===== src/rtl/csi2_capture_controller.sv =====
// Frame capture sequencer for a decoded CSI-2 packet stream. It arms on start, locks onto Frame Start
// on one virtual channel, forwards long-packet beats, and tracks line/frame counts and errors.
module csi2_capture_controller #(
    parameter int unsigned LINE_BYTES  = 0,
    parameter int unsigned FRAME_LINES = 0
) (
    input  logic            clock_i,
    input  logic            reset_i,
    input  logic            start_i,
    input  logic            abort_i,
    input  logic [7:0]      num_frames_i,
    input  logic [1:0]      vc_select_i,
    input  logic [1:0]      virtual_channel_i,
    input  logic [15:0]     word_count_i,
    input  logic [5:0]      image_data_type_i,
    input  logic [3:0][7:0] image_data_i,
    input  logic            image_data_enable_i,
    input  logic            interrupt_i,
    output logic [3:0][7:0] out_data_o,
    output logic            out_enable_o,
    output logic            frame_valid_o,
    output logic            line_valid_o,
    output logic [15:0]     line_count_o,
    output logic [7:0]      frame_count_o,
    output logic            busy_o,
    output logic            done_o,
    output logic            err_sequence_o,
    output logic            err_length_o
);

    localparam logic [15:0] LINE_BYTES_W  = 16'(LINE_BYTES);
    localparam logic [15:0] FRAME_LINES_W = 16'(FRAME_LINES);

    // S_WAIT sits between captured frames: like S_ARMED, but a long packet there is a sequence error.
    typedef enum logic [2:0] {
        S_IDLE,
        S_ARMED,
        S_FRAME,
        S_LINE,
        S_WAIT
    } state_t;

    state_t          state_q, state_d;
    logic            irq_q;
    logic [1:0]      vc_q, vc_d;
    logic [7:0]      num_q, num_d;
    logic [15:0]     wc_q, wc_d;
    logic [15:0]     beat_q, beat_d;
    logic [15:0]     line_q, line_d;
    logic [7:0]      frame_q, frame_d;
    logic [3:0][7:0] out_data_q, out_data_d;
    logic            out_en_q, out_en_d;
    logic            done_q, done_d;
    logic            err_seq_q, err_seq_d;
    logic            err_len_q, err_len_d;

    logic            hdr, fall, vc_hit;
    logic            is_fs, is_fe, is_long;
    logic [16:0]     beats_total, beats_expected;
    logic [7:0]      frame_inc;

    always_comb begin
        hdr            = interrupt_i & ~irq_q;
        fall           = ~interrupt_i & irq_q;
        vc_hit         = (virtual_channel_i == vc_q);
        is_fs          = hdr && vc_hit && (image_data_type_i == 6'h00);
        is_fe          = hdr && vc_hit && (image_data_type_i == 6'h01);
        is_long        = hdr && vc_hit && (image_data_type_i >= 6'h10);
        beats_total    = {1'b0, beat_q} + {16'd0, image_data_enable_i};
        beats_expected = ({1'b0, wc_q} + 17'd3) >> 2;
        frame_inc      = (frame_q == 8'hFF) ? 8'hFF : frame_q + 8'd1;

        state_d    = state_q;
        vc_d       = vc_q;
        num_d      = num_q;
        wc_d       = wc_q;
        beat_d     = beat_q;
        line_d     = line_q;
        frame_d    = frame_q;
        out_data_d = out_data_q;
        out_en_d   = 1'b0;
        done_d     = 1'b0;
        err_seq_d  = err_seq_q;
        err_len_d  = err_len_q;

        if (abort_i) begin
            // Errors survive an abort so software can still inspect why it stopped.
            state_d    = S_IDLE;
            beat_d     = '0;
            line_d     = '0;
            frame_d    = '0;
            out_data_d = '0;
        end else begin
            unique case (state_q)
                S_IDLE: begin
                    if (start_i) begin
                        state_d   = S_ARMED;
                        vc_d      = vc_select_i;
                        num_d     = num_frames_i;
                        line_d    = '0;
                        frame_d   = '0;
                        err_seq_d = 1'b0;
                        err_len_d = 1'b0;
                    end
                end
                S_ARMED, S_WAIT: begin
                    if (is_fs) begin
                        state_d = S_FRAME;
                        line_d  = '0;
                    end else if (is_long && state_q == S_WAIT) begin
                        err_seq_d = 1'b1;
                    end
                end
                S_FRAME: begin
                    if (is_long) begin
                        state_d = S_LINE;
                        wc_d    = word_count_i;
                        beat_d  = '0;
                    end else if (is_fs) begin
                        err_seq_d = 1'b1;
                        line_d    = '0;
                    end else if (is_fe) begin
                        frame_d = frame_inc;
                        if (FRAME_LINES != 0 && line_q != FRAME_LINES_W) begin
                            err_len_d = 1'b1;
                        end
                        if (num_q != 8'd0 && frame_inc == num_q) begin
                            done_d  = 1'b1;
                            state_d = S_IDLE;
                        end else begin
                            state_d = S_WAIT;
                        end
                    end
                end
                S_LINE: begin
                    if (image_data_enable_i) begin
                        out_data_d = image_data_i;
                        out_en_d   = 1'b1;
                        beat_d     = beat_q + 16'd1;
                    end
                    if (fall) begin
                        state_d = S_FRAME;
                        line_d  = line_q + 16'd1;
                        if (beats_total != beats_expected ||
                            (LINE_BYTES != 0 && wc_q != LINE_BYTES_W)) begin
                            err_len_d = 1'b1;
                        end
                    end
                end
                default: state_d = S_IDLE;
            endcase
        end
    end

    always_ff @(posedge clock_i) begin
        if (reset_i) begin
            state_q    <= S_IDLE;
            irq_q      <= 1'b0;
            vc_q       <= '0;
            num_q      <= '0;
            wc_q       <= '0;
            beat_q     <= '0;
            line_q     <= '0;
            frame_q    <= '0;
            out_data_q <= '0;
            out_en_q   <= 1'b0;
            done_q     <= 1'b0;
            err_seq_q  <= 1'b0;
            err_len_q  <= 1'b0;
        end else begin
            state_q    <= state_d;
            irq_q      <= interrupt_i;
            vc_q       <= vc_d;
            num_q      <= num_d;
            wc_q       <= wc_d;
            beat_q     <= beat_d;
            line_q     <= line_d;
            frame_q    <= frame_d;
            out_data_q <= out_data_d;
            out_en_q   <= out_en_d;
            done_q     <= done_d;
            err_seq_q  <= err_seq_d;
            err_len_q  <= err_len_d;
        end
    end

    assign out_data_o     = out_data_q;
    assign out_enable_o   = out_en_q;
    assign frame_valid_o  = (state_q == S_FRAME) || (state_q == S_LINE);
    assign line_valid_o   = (state_q == S_LINE);
    assign line_count_o   = line_q;
    assign frame_count_o  = frame_q;
    assign busy_o         = (state_q != S_IDLE);
    assign done_o         = done_q;
    assign err_sequence_o = err_seq_q;
    assign err_length_o   = err_len_q;

endmodule


===== config.mk =====
export PLATFORM = sky130hd
export DESIGN_NAME = csi2_capture_controller
export DESIGN_NICKNAME = d
export VERILOG_FILES = /design/src/rtl/csi2_capture_controller.sv
export SDC_FILE = /design/constraint.sdc
export NUM_CORES = 1
export LEC_CHECK = 0
export CAP_MARGIN = 40
export CORE_MARGIN = 8
export CORE_UTILIZATION = 40
export DETAILED_ROUTE_END_ITERATION = 12
export PLACE_DENSITY = 0.7
export SETUP_SLACK_MARGIN = 0.4
export SYNTH_ARGS = -nofsm -noshare
export SYNTH_HDL_FRONTEND = slang
export SYNTH_SLANG_ARGS = --single-unit

===== constraint.sdc =====
create_clock -name clock_i -period 2.3 [get_ports clock_i]
set_input_delay 0.23 -clock clock_i [delete_from_list [all_inputs] [get_ports clock_i]]
set_output_delay 0.23 -clock clock_i [all_outputs]
set_load 0.1 [all_outputs]

# --- After elaboration in Yosys (flattened, before gate mapping) ---
# Index checks and enable logic that the tools add are counted.
op_classes:
  eq_ne: 23
  muxes: 33
  reduce_logical: 29
  magnitude_cmp: 1
  addsub: 5
  bitwise_logic: 8
op_table:
  columns: ["op", "count"]
  rows:
  - ["two-way mux 16 bit", 6]
  - ["case mux 16 bit (4 select lines)", 1]
  - ["two-way mux 8 bit", 5]
  - ["adder 16 x 1 -> 16 bit (second input constant)", 2]
  - ["case mux 16 bit (2 select lines)", 1]
  - ["two-way mux 3 bit", 7]
  - ["inequality test 2 bit (second input constant)", 10]
  - ["adder 16 x 1 -> 17 bit", 1]
  - ["adder 16 x 2 -> 17 bit (second input constant)", 1]
  - ["inequality test 17 x 15 -> 1 bit", 1]
  - ["case mux 8 bit (2 select lines)", 1]
  - ["AND reduction 5 bit", 3]
  - ["case mux 3 bit (4 select lines)", 1]
  - ["two-way mux 1 bit", 9]
  - ["AND reduction 3 bit", 3]
  - ["adder 8 x 1 -> 8 bit (second input constant)", 1]
  - ["== test 8 bit", 1]
  - ["== test 8 bit (second input constant)", 1]
  - ["nonzero test 8 bit", 1]
  - ["AND reduction 7 bit", 1]
  - ["== test 3 x 2 -> 1 bit (second input constant)", 2]
  - ["== test 6 x 1 -> 1 bit (second input constant)", 1]
  - [">= comparator 6 x 5 -> 1 bit (second input constant)", 1]
  - ["logical AND 1 bit", 6]
  - ["other kinds (20)", 32]
totals:
  register_bits: 106
  wordCells: 115
  in_bits: 72

# --- Depth between registers and ports, before layout ---
# Gate-level depths: netlist (run 1).
logic_depth:
  word_depth: 9
  depth_mapped: 9
  ltp_nobuf: 9

# --- Least setup slack after synthesis (run 1) ---
# OpenSTA, ideal clock, no wires.
synth_timing:
  path_kind: "register to register"
  startpoint: "register state_q[2]"
  endpoint: "register line_q[0] (netlist: line_count_o[0])"
  t_arrival_ps: 2815
  period_less_slack_ps: 2942
  t_required_ps: 2172
  setup_slack_ps: -642
  stages_incl_launch_ff: 9
  setup_time_ps: 128
  path_cell_list: "dfxtp_1 -> inv_1 -> nand2_1 -> clkinv_1 -> nand2_1 -> inv_1 -> o21ai_1 -> clkbuf_1 -> nor2_1"
synth_via:
  word_cells_on_any_way: 12
  classes_between: "7 x eq/ne; 1 x mux; 4 x reduce/logical"
synth_lines:
  columns: ["element", "line", "text"]
  rows:
  - ["from (decl)", "43", "state_t state_q, state_d;"]
  - ["from (signal assigned)", "171", "state_q <= state_d;"]
  - ["== test 3 x 2 -> 1 bit (*)", null, null]
  - ["via line_valid_o", "22", "output logic line_valid_o,"]
  - ["nonzero test 4 bit (no line) / inequality test 2 x 1 -> 1 bit (equally long branches)", null, null]
  - ["AND reduction 4 bit (no line)", null, null]
  - ["to (signal assigned)", "177", "line_q <= line_d;"]
  - ["to (decl)", "49", "logic [15:0] line_q, line_d;"]
# The timed path passes the listed nets; every way through them passes the cells marked *.
# A chain may end at the register's enable or synchronous reset.

# --- Final worst setup path (run 1) ---
layout_timing:
  startpoint: "register beat_q[0]"
  endpoint: "register err_len_q (netlist: err_length_o)"
layout_via:
  elab_chain_len: 4
layout_lines:
  columns: ["element", "line", "text"]
  rows:
  - ["from (decl)", "48", "logic [15:0] beat_q, beat_d;"]
  - ["from (signal assigned)", "176", "beat_q <= beat_d;"]
  - ["adder 16 x 1 -> 17 bit", "69", "beats_total = {1'b0, beat_q} + {16'd0, image_data_enable_i};"]
  - ["inequality test 17 x 15 -> 1 bit", "144", "if (beats_total != beats_expected ||"]
  - ["inequality test 2 x 1 -> 1 bit (no line)", null, null]
  - ["AND reduction 5 bit (no line)", null, null]
  - ["to (signal assigned)", "183", "err_len_q <= err_len_d;"]
  - ["to (decl)", "55", "logic err_len_q, err_len_d;"]
# No other way between the ends.

==> impl_metrics.toml, run 1 <==
[clock_network]
clock_latency_ns = 0.35
clkTransAtPathRegs_ns = 0.07
htreeDepth = 3
cts_made_buffers = 9
cts.sinks = 106
clockBufferDepth = 2
cts_tree = "done"
root_buffer = "clkbuf_16"

[placed_design]
placed_cells = 973
hpwl_um = 11400
port_buffers = 134
dp_worst_setup_slack_ns = -0.193
globalplace.congestion = 0.825

[yosys]
async_flop_share_pct = 0
netlist_area_mm2 = 0.00533
synth-seq-cells = 106
syn_inst = 666
postSynthAreaPerCell_um2 = 8.00
synthFlopType = "dfxtp_1"
syn_nets = 743
synth-edff-count = 0
ys_types = 53
synth_warnings = 0
yosysSeqAreaShare_pct = 39.8

[floorplanning]
dieWidth_um = 131
dieArea_mm2 = 0.0173
initial_core_util_pct = 40.5
die_h_um = 131
core-area_mm2 = 0.0131
io_pins = 135
core.rowCount = 42

[pwr]
intPower_w = 0.00289
p_sw_share_pct = 23.6
p_per_area_mw_per_mm2 = 471
clkPwrFrac_pct = 39.5
combPwrFrac_pct = 11.7
seq_power_share_pct = 48.8
leakage_nw = 2.95
p_switching_w = 0.000896
irDropWorstVdd_uv = 337

[route]
drt_iter0_markers = 355
drt_wl_total_um = 16100
post_drt_wl_per_cell_um = 15.8
vias_per_cell = 5.26
drc = 0
first_pass_iters = 4
drt.antenna.violating_nets = 0
num_vias = 5359

[flow_run]
maxCapViolCount = 0

[worst_setup_path]
slowest_delay_ns = 0.37
crit_buf_inv = 2
crit_family = "compound AO/OA/AOI/OAI gates"
cp_cell_sequence = "ha_4, ha_4, buf_4, xor2_1, xnor2_1, buf_4, a31oi_1, nand4_1, a211oi_2, a31oi_1"
required_ns = 2.53
arrival_ns = 2.29
critical_path_class = "reg -> reg"
cp-end-kind = "flip-flop"
crit_path_start_kind = "flip-flop"
critPathMaxFanout = 5
cp_slowest_cell = "dfxtp_4"

[global_routing]
antenna_found_initial = 0
grt_max_degree = 36
grt_pass1_wl_um = 25500
grt_util_all_layers_pct = 17.4
grt-ovfl-total = 0
grt_pass1_vias = 5292

[outcome]
status = "completed"

[timing]
timing.fmax_mhz = 486
rsz0062_at_grt = "yes"
period_share_pct = 89.5
setup_viol = 0
hold_viol = 0
timing.final.ws_setup_ns = 0.241
final_max_slew_viol_count = 0
timing.hold.ws_ns = 0.281
relSlewSlack_pct = 61.8
tightest_slew_ns = 0.571
min_period_ns = 2.06
clock_skew_ns = 0.0115

[finish]
instances_no_fill = 1018
area_growth_pct = 51.2
antenna_cells = 0
drive_above_1_share_pct = 30.9
fin_nets = 914
final_core_util_pct = 61.3

[worst_hold_path]
hold_class = "in -> reg"
-- area by class of cell --
type,instances,area [µm²]
sequential,106,2200
clock inverter,4,23.8
multi-input combinational,519,3530
fill,1155,5090
tap,176,220
timing repair buffer,192,1760
clock buffer,12,268
inverter,9,50.0
-- metal layers --
metal,track usage (%),part of all wire [%],vias to the layer above
met3,4.34,3.9,24
li1,-,-,2668
met1,18.8,41,2562
met4,4.98,1.9,0
met2,32.7,54,105
met5,0,0,-
-- worst reg2reg max path: cells and delay by family (launching register included) --
family	cells	cell delay, ns
and+or+nand+nor	1	0.16
adders and majority gates	2	0.33
buffers and inverters	2	0.27
AOI/OAI and AO/OA	3	0.51
DFF	1	0.37
xor gates and xnor gates	2	0.31
-- sequential cells by signal (all words and copies together), names as in the netlist --
register        count
beat_q             16
line_count_o       16
irq_q               1
num_q               8
err_sequence_o      1
vc_q                2
wc_q               16
out_enable_o        1
state_q             3
done_o              1
frame_count_o       8
err_length_o        1
out_data_o         32
-- stage by stage --
stage | instance area, µm² | setup TNS [ns] | total power (W)
after global placement | 7120 | -0.481 | 0.00226
after CTS | 7610 | 0 | 0.00378
after detailed placement | 7120 | -1.80 | 0.00227
final | 8050 | 0 | 0.00379
after floorplan | 5590 | 0 | 0.00207
after global routing | 8050 | 0 | 0.00394
-- synthesized netlist by cell type, types with 17 or more instances --
library cell	n	share of area [%]
dfxtp_1	106	40
nand2_1	97	6.8
nor2_1	71	5.0
a21oi_1	64	6.0
xnor2_1	37	6.1
o21ai_0	36	3.4
mux2i_1	33	6.2
clkbuf_1	27	1.9
nand3_1	22	2.1
or3_1	22	2.6
nor3_1	20	1.9
nand4_1	18	2.1
xor2_1	17	2.8
-- layout by cell type (no fill, tap or decap), drive strengths merged, types with 4 or more instances in the layout --
master         netlist  routed
inv                  8       7
a31oi                5       5
dlygate4sd2          0       4
nor2b                5       5
xnor2               37      37
clkbuf              27      15
mux2i               33      33
and3                11      11
nand2               97      97
dfxtp              106     106
ha                   5       5
buf                  7     120
nor2                72      72
nor3                20      20
or3                 22      22
xor2                17      17
o21ai               37      37
or2                  5       6
a211oi               4       4
nor4                 9       9
clkdlybuf4s50        0      63
clkinv               1       5
a21oi               64      64
nand4               18      18
nand2b               4       5
nand3               22      22
-- power by group through the flow --
stage          clock network, W  registers, W  logic [W]
6_report                0.00150       0.00185   0.000443
5_1_grt                 0.00162       0.00185   0.000470
4_1_cts                 0.00154       0.00185   0.000389
3_5_place_dp                  0       0.00189   0.000376
3_3_place_gp                  0       0.00189   0.000369
2_1_floorplan                 0       0.00191   0.000156
-- timing repair --
item,in CTS,in global routing
hold buffers,0,0
endpoints found under the setup margin,43,57
resized for setup,36,85
buffers inserted,9,16
pin swaps,14,33
gates cloned,2,2
-- kinds of logic after synthesis --
family          share of synthesized area [%]
simple gates                             27.3
compound gates                           13.1
fa+ha+maj                                1.17
xor+xnor                                 8.88
buf+inv                                  3.24
mux                                      6.41
flops                                    39.8
-- final timing paths --
check	start	slack, ns	cells past startpoint	endpoint
worst min-delay path	interrupt_i	0.28	2	irq_q$_SDFF_PP0_
worst max-delay path	beat_q[0]$_SDFFE_PP0P_	0.24	10	err_length_o$_SDFFE_PP0P_
worst max register to register	beat_q[0]$_SDFFE_PP0P_	0.24	10	err_length_o$_SDFFE_PP0P_
worst min register to register	out_data_o[28]$_SDFFE_PP0P_	0.46	2	out_data_o[28]$_SDFFE_PP0P_
Note: power is estimated with default switching activity, not from simulation.
==> inputs of run 2 (changes only) <==
- CORE_UTILIZATION: 40 -> 45
- PLACE_DENSITY: 0.7 -> 0.77
==> run 2 against run 1 <==
Against the previous run: fmax up 0.70%; power up 6.0%; highest routed layer unchanged; global-route usage up 2.7 points; critical endpoint unchanged; non-clock buffer count down 3.
==> impl_metrics.toml, run 2 (synthesis results as in run 1) <==
[timing]
setup_viol = 0
timing.hold.ws_ns = 0.275
period_share_pct = 88.9
rsz0062_at_grt = "yes"
hold_viol = 0
timing.final.ws_setup_ns = 0.255
relSlewSlack_pct = 57.4
min_period_ns = 2.04
timing.fmax_mhz = 489
clock_skew_ns = 0.00469
tightest_slew_ns = 0.632
final_max_slew_viol_count = 0

[clock_network]
cts_made_buffers = 9
clkTransAtPathRegs_ns = 0.07
root_buffer = "clkbuf_16"
htreeDepth = 3
clockBufferDepth = 2
clock_latency_ns = 0.36
cts_tree = "done"
cts.sinks = 106

[finish]
instances_no_fill = 982
final_common_cell = "buf_4"
fill_cells = 872
area_growth_pct = 50.2
final_core_util_pct = 69.8
multi_input_area_mm2 = 0.00352
fin_nets = 911
largest_reg_flops = 32
drive_above_1_share_pct = 30.0
final_cell_mix = "buf_4, nand2_1, dfxtp_1"
antenna_cells = 0
regArea_mm2 = 0.00220

[worst_setup_path]
crit_path_start_kind = "flip-flop"
crit_family = "simple AND/OR/NAND/NOR gates"
required_ns = 2.53
arrival_ns = 2.28
cp_slowest_cell = "or3_1"
cp_cell_sequence = "ha_4, ha_4, nand4_1, buf_6, nor2_4, xnor2_2, xnor2_1, or3_1, a21oi_2, a31oi_1"
cp_common_cell = "ha_4"
cp-end-kind = "flip-flop"
critical_path_class = "reg -> reg"
critPathMaxFanout = 3
crit_buf_inv = 1
slowest_delay_ns = 0.38

[route]
drt_iter0_markers = 399
drt_wl_total_um = 16900
vias_per_cell = 5.58
drc = 0
num_vias = 5475
first_pass_iters = 5
post_drt_wl_per_cell_um = 17.2
drt.antenna.violating_nets = 0

[pwr]
leakage_nw = 2.96
irDropWorstVdd_uv = 472
intPower_w = 0.00307
p_per_area_mw_per_mm2 = 502
p_sw_share_pct = 23.5
seq_power_share_pct = 46.0
clkPwrFrac_pct = 43.7
combPwrFrac_pct = 10.3
p_switching_w = 0.000945
finalPower_w = 0.00402

[global_routing]
grt_util_all_layers_pct = 20.1
grt-ovfl-total = 0
antenna_found_initial = 0
grt_pass1_wl_um = 26400
grt_max_degree = 44
grt_pass1_vias = 5305

[placed_design]
hpwl_um = 11600
placed_cells = 938
port_buffers = 134
globalplace.congestion = 0.916
dp_worst_setup_slack_ns = -0.164

[outcome]
status = "completed"

[floorplanning]
core-area_mm2 = 0.0115
initial_core_util_pct = 46.4
dieWidth_um = 125
die_h_um = 125
dieArea_mm2 = 0.0156
io_pins = 135
core.rowCount = 39

[flow_run]
maxCapViolCount = 0

[worst_hold_path]
hold_class = "in -> reg"
==> run 2: per-stage QoR <==
stage | instance area (µm²) | setup TNS (ns)
floorplan | 5590 | 0
CTS | 7660 | 0
finish | 8000 | 0
global route | 8000 | 0
global placement | 7050 | -0.436
detailed placement | 7050 | -1.65
==> run 2: final cells by class <==
class	count	share of cell area, %
Clock buffer	11	3.17
Sequential cell	106	27.5
Inverter	9	0.626
Tap cell	143	2.24
Clock inverter	5	1.02
Multi-Input combinational cell	519	43.9
Timing Repair Buffer	189	21.5
==> run 2: worst paths after layout <==
check	from	end	slack [ns]	depth (start not counted)
max	beat_q[0]$_SDFFE_PP0P_	err_length_o$_SDFFE_PP0P_	0.26	10
min	interrupt_i	irq_q$_SDFF_PP0_	0.28	2
max reg2reg	beat_q[0]$_SDFFE_PP0P_	err_length_o$_SDFFE_PP0P_	0.26	10
min reg2reg	out_data_o[23]$_SDFFE_PP0P_	out_data_o[23]$_SDFFE_PP0P_	0.46	2
==> run 2: worst reg2reg max path: cells and delay by family (launching register included) <==
| kind | cells | cell delay [ns] |
|---|---|---|
| simple gates | 3 | 0.66 |
| buf+inv | 1 | 0.20 |
| fa+ha+maj | 2 | 0.27 |
| xor+xnor | 2 | 0.22 |
| flops | 1 | 0.36 |
| compound gates | 2 | 0.20 |
==> run 2: power groups by stage <==
stage	clock network (W)	logic [W]	registers (W)
finish	0.00176	0.000413	0.00185
global route	0.00185	0.000439	0.00185
CTS	0.00176	0.000387	0.00185
detailed placement	0	0.000371	0.00189
global placement	0	0.000365	0.00189
floorplan	0	0.000156	0.00191
==> run 2: per-layer routing <==
layer | GRT usage [%] | vias to the layer above | wire, µm
met5 | 0 | - | 0
met4 | 8.22 | 0 | 436
met2 | 37.0 | 143 | 9050
li1 | - | 2668 | -
met1 | 22.0 | 2631 | 6770
met3 | 3.74 | 33 | 658
==> run 2: repair_timing <==
item                                    CTS  global route
endpoints found under the setup margin   58            53
buffers inserted                         14            10
hold buffers                              0             0
pin swaps                                15            38
gates resized for setup                  48            60
endpoints found under the hold margin     0             0
gates cloned                              1             3
==> inputs of run 3 (changes only) <==
- CORE_MARGIN: 8 -> unset
==> run 3 against run 2 <==
Against the previous run: first-iteration DRC count decreased by 5.5%; sequential share of layout area is 0.45 points higher; power shrank 7.1%; utilization fell by 0.99 points; global-route usage rose by 5.1 points; sequential power about the same; setup slack lost 0.019 ns; count of clock-buffer cells in the layout rose by 3; critical path type unchanged; highest routed layer unchanged.
==> impl_metrics.toml, run 3 (synthesis results as in run 1) <==
[floorplanning]
dieWidth_um = 111
io_pins = 135
core.rowCount = 39
initial_core_util_pct = 46.4
core-area_mm2 = 0.0115
dieArea_mm2 = 0.0123
die_h_um = 111

[timing]
clock_skew_ns = 0.00843
rsz0062_at_grt = "yes"
tightest_slew_ns = 0.537
min_period_ns = 2.06
timing.fmax_mhz = 485
setup_viol = 0
relSlewSlack_pct = 63.8
period_share_pct = 89.7
setup_tns_ns = 0
hold_viol = 0
final_max_slew_viol_count = 0

[worst_setup_path]
cp_slowest_cell = "or4_1"
rr_endpoint = "done_o$_SDFF_PP0_"
critPathMaxFanout = 4
cp-end-kind = "flip-flop"
required_ns = 2.55
cp-startpoint = "num_q[0]$_SDFFE_PP0P_"
cp_cell_sequence = "or4_1, o31a_1, a21oi_1, o31ai_1, nor2_1, nor4_2, and3_1"
crit_family = "simple AND/OR/NAND/NOR gates"
arrival_ns = 2.32
reg2reg_depth = 7
slowest_delay_ns = 0.54
crit_path_start_kind = "flip-flop"
r2r_slack_ns = 0.24
critical_path_class = "reg -> reg"
worstReg2RegStart = "num_q[0]$_SDFFE_PP0P_"
crit_buf_inv = 0

[route]
drc = 0
post_drt_wl_per_cell_um = 16.2
drt-met1-wl_um = 6210
drt_iter0_markers = 377
wl_met2_um = 8350
met3_length_um = 761
drt_wl_total_um = 15900
dr.max_layer_used = "met4"
drt.antenna.violating_nets = 0
first_pass_iters = 5
num_vias = 5563
vias_per_cell = 5.68

[clock_network]
clock_latency_ns = 0.36
clkTransAtPathRegs_ns = 0.07
cts.sinks = 106
root_buffer = "clkbuf_16"
cts_tree = "done"
clockBufferDepth = 2
cts_made_buffers = 9
htreeDepth = 3

[worst_hold_path]
hold_class = "in -> reg"
hold_start = "interrupt_i"
hold_end = "irq_q$_SDFF_PP0_"
hold_path_depth = 2

[finish]
largest_reg_flops = 32
final_common_cell = "buf_4"
area_growth_pct = 48.1
fin_area_mm2 = 0.00789
fin_nets = 907
drive_above_1_share_pct = 29.7
final_cell_mix = "buf_4, nand2_1, dfxtp_1"

[outcome]
status = "completed"

[pwr]
leakage_nw = 2.92
irDropWorstVdd_uv = 397
finalPower_w = 0.00373
p_per_area_mw_per_mm2 = 473

[placed_design]
port_buffers = 134
placed_area_mm2 = 0.00704
hpwl_um = 10700
globalplace.congestion = 0.906

[global_routing]
grt_pass1_vias = 5334
antenna_found_initial = 1
grt_pass1_wl_um = 25400
grt_max_degree = 36
grt_util_all_layers_pct = 25.2
grt-ovfl-total = 0

[flow_run]
maxCapViolCount = 0
## run 3: worst max path at each step
stage                                     end  depth (start not counted)
detailed placement  err_length_o$_SDFFE_PP0P_                         10
floorplan             state_q[2]$_SDFFE_PP0P_                          8
CTS                   state_q[2]$_SDFFE_PP0P_                          8
finish                      done_o$_SDFF_PP0_                          7
global placement    err_length_o$_SDFFE_PP0P_                         10
global route                done_o$_SDFF_PP0_                          7
## run 3: timing repair
action / 4_1_cts / 5_1_grt
hold buffers: 0 / 0
pin swaps: 18 / 25
gates cloned: 2 / 0
setup buffers: 15 / 7
endpoints found under the setup margin: 59 / 54
gates resized for setup: 40 / 63
## run 3: cell type report
cell class	count	area [µm²]
clock inverters	2	13.8
repair buffers	185	1640
fillers	846	3580
multi-input cells	519	3530
diodes	1	2.50
flip-flops and latches	106	2210
well taps	143	179
inverters	9	50.0
clock buffers	14	264
## run 3: worst register-to-register path: cells and delay by family (launching register included)
family          cells  cell delay (ns)
flops               1             0.35
compound gates      3             0.50
simple gates        4             1.11
## run 3: per-stage QoR
stage	hold WS (ns)	util, %	cells	setup slack [ns]
3_3_place_gp	0.443	61.4	938	-0.0895
3_5_place_dp	0.447	61.4	938	-0.110
4_1_cts	0.413	66.1	971	0.338
6_report	0.196	68.8	979	0.236
5_1_grt	0.207	68.8	979	0.188
2_1_floorplan	0.358	-	666	0.161
## run 3: where the power goes
group	internal, W	switching, W
logic	0.000211	0.000201
clock network	0.000796	0.000676
registers	0.00183	0.0000195
## run 3: per-layer routing
| metal | up-vias | track usage [%] |
|---|---|---|
| met1 | 2657 | 29.2 |
| met4 | 0 | 12.4 |
| met2 | 200 | 44.7 |
| met5 | - | 0 |
| li1 | 2661 | - |
| met3 | 45 | 4.21 |
==> RTL change (config.mk and constraints of run 1) <==
Encoding of `state_t`: now one-hot (5 bits for 5 states).
--- a/src/rtl/csi2_capture_controller.sv
+++ b/src/rtl/csi2_capture_controller.sv
@@ -33,10 +33,10 @@
 
     // S_WAIT sits between captured frames: like S_ARMED, but a long packet there is a sequence error.
-    typedef enum logic [2:0] {
-        S_IDLE,
-        S_ARMED,
-        S_FRAME,
-        S_LINE,
-        S_WAIT
+    typedef enum logic [4:0] {
+        S_IDLE  = 5'b00001,
+        S_ARMED = 5'b00010,
+        S_FRAME = 5'b00100,
+        S_LINE  = 5'b01000,
+        S_WAIT  = 5'b10000
     } state_t;
 
Function: no difference found for any inputs over 4 cycles, from zero or initial values and one cycle with reset_i high; so few cycles prove little.
==> RTL change against run 1 <==
Worst hold slack gained 0.13 ns. Sequential cell count grew 2. Design area up 5.5%. Critical endpoint is now state_q[4]$_SDFFE_PP0P_. Total power grew 1.1%. Setup slack worse by 0.14 ns. Wire length increased by 10%. Utilization rose by 2.6 points. Critical path type unchanged. Area after synthesis is 2.6% higher. Largest power group unchanged.
==> RTL change: results <==
drt:
  wl_met3_microns: 780
  dr.pass1.iters: 5
  wl_met1_microns: 7180
  wl_met2_microns: 9440
  drtIter0Drc: 306
  viasPerCell: 5.34
  drt-total-wl_microns: 17800
worst_hold_path:
  worst_hold_path.endpoint: "out_data_o[0]$_SDFFE_PP0P_"
  hp-start: "image_data_i[0]"
  hold_depth: 3
global_routing:
  grt_usage_pct: 18.5
  met3_usage_pct: 5.07
  grt_pass1_vias: 5463
  grt_use_met1_pct: 20.8
  met2_usage_pct: 32.7
  grt_pass1_wl_microns: 27100
layout:
  fin_util_pct: 63.9
  num-nonclk-inverters: 6
  buffers: 210
  multi_input_area_sq_um: 3840
  fin_area_sq_um: 8500
  buffer_area_share_pct: 22.4
  register_area_sq_um: 2220
  comb.multi_input.count: 518
  drive_gt1_share_pct: 33.8
  fillers: 1054
  nets: 930
  clk_share_pct: 3.39
logic_synthesis:
  ys_seq_area_share_pct: 39.6
  synth_area_leaders: "dfxtp_1 (40%), nand2_1 (7.4%), xnor2_1 (6.9%), a21oi_1 (6.4%), nor2_1 (4.6%)"
  ys_types: 67
  synth_compound_gate_area_share_pct: 15.0
  synthAdderAreaFrac_pct: 1.14
  yosysTopAreaCellShare_pct: 39.6
  synth-seq-cells: 108
  synthXorXnorAreaFrac_pct: 11.1
  synth_fp_nets: 744
  muxShareOfSynthArea_pct: 2.95
critical_path:
  critPathArrivalTime_ns: 2.45
  ff2ff_path_depth: 7
  slowest_stage: "or4_4"
  crit_path_start_kind: "register"
  reg2reg_slack_ns: 0.1
  crit-reg2reg-launch: "frame_count_o[0]$_SDFFE_PP0P_"
  cp_top_family: "simple AND/OR/NAND/NOR gates"
  slowest_delay_ns: 0.59
  critPathMaxFanout: 4
  worst_r2r_endpoint: "state_q[4]$_SDFFE_PP0P_"
timing:
  fin_skew_ns: 0.00525
  worst_pin_slew_ns: 0.584
pwr:
  leakagePower_nw: 3.10
  irDropWorstVdd_mv: 0.418
cts:
  cts_root_buf: "clkbuf_16"
place:
  place_hpwl_microns: 12300
  placed_area_sq_um: 7370
  place.gp.congestion: 0.874
run_status:
  outcome: "finished, final reports clean"
-- RTL change: cell types whose count changed after synthesis, sizes merged, moves of 7 or more --
| cell | run 1 | this run |
|---|---|---|
| mux2i | 33 | 15 |
| or3 | 22 | 5 |
| nand2 | 97 | 108 |
| xor2 | 17 | 26 |
| nor3 | 20 | 12 |
| buf | 7 | 14 |
| nand3 | 22 | 29 |
-- RTL change: metrics by stage --
step	hold slack [ns]	worst slack, ns	cells
6_report	0.415	0.100	1034
5_1_grt	0.420	0.0139	1034
4_1_cts	0.401	0.117	1011
3_5_place_dp	0.447	-0.393	988
3_3_place_gp	0.444	-0.313	988
2_1_floorplan	0.358	-0.0833	667
-- RTL change: kinds of logic after synthesis --
kind of cell / count (synthesis)
AOI/OAI and AO/OA: 139
xor gates and xnor gates: 69
adders and majority gates: 5
buffers and inverters: 43
DFF: 108
muxes: 16
and+or+nand+nor: 287
-- RTL change: how the worst max path moves through the flow --
stage / endpoint / slack (ns) / depth (start not counted)
finish: state_q[4]$_SDFFE_PP0P_ / 0.1 / 7
global placement: err_length_o$_SDFFE_PP0P_ / -0.31 / 9
global route: err_length_o$_SDFFE_PP0P_ / 0.01 / 9
floorplan: state_q[4]$_SDFFE_PP0P_ / -0.08 / 9
CTS: state_q[4]$_SDFFE_PP0P_ / 0.12 / 7
detailed placement: err_length_o$_SDFFE_PP0P_ / -0.39 / 9
-- RTL change: what timing repair did --
action / in CTS / in global routing
cloned: 0 / 3
resized for setup: 33 / 91
buffers inserted: 7 / 20
hold buffers: 0 / 0
endpoints found under the setup margin: 63 / 58
pin swaps: 15 / 37
-- RTL change: where the power goes --
group,internal (mW),switching (mW),leakage (nW)
Clock,0.804,0.725,0.144
Sequential,1.87,0.0199,0.886
Combinational,0.223,0.191,2.07
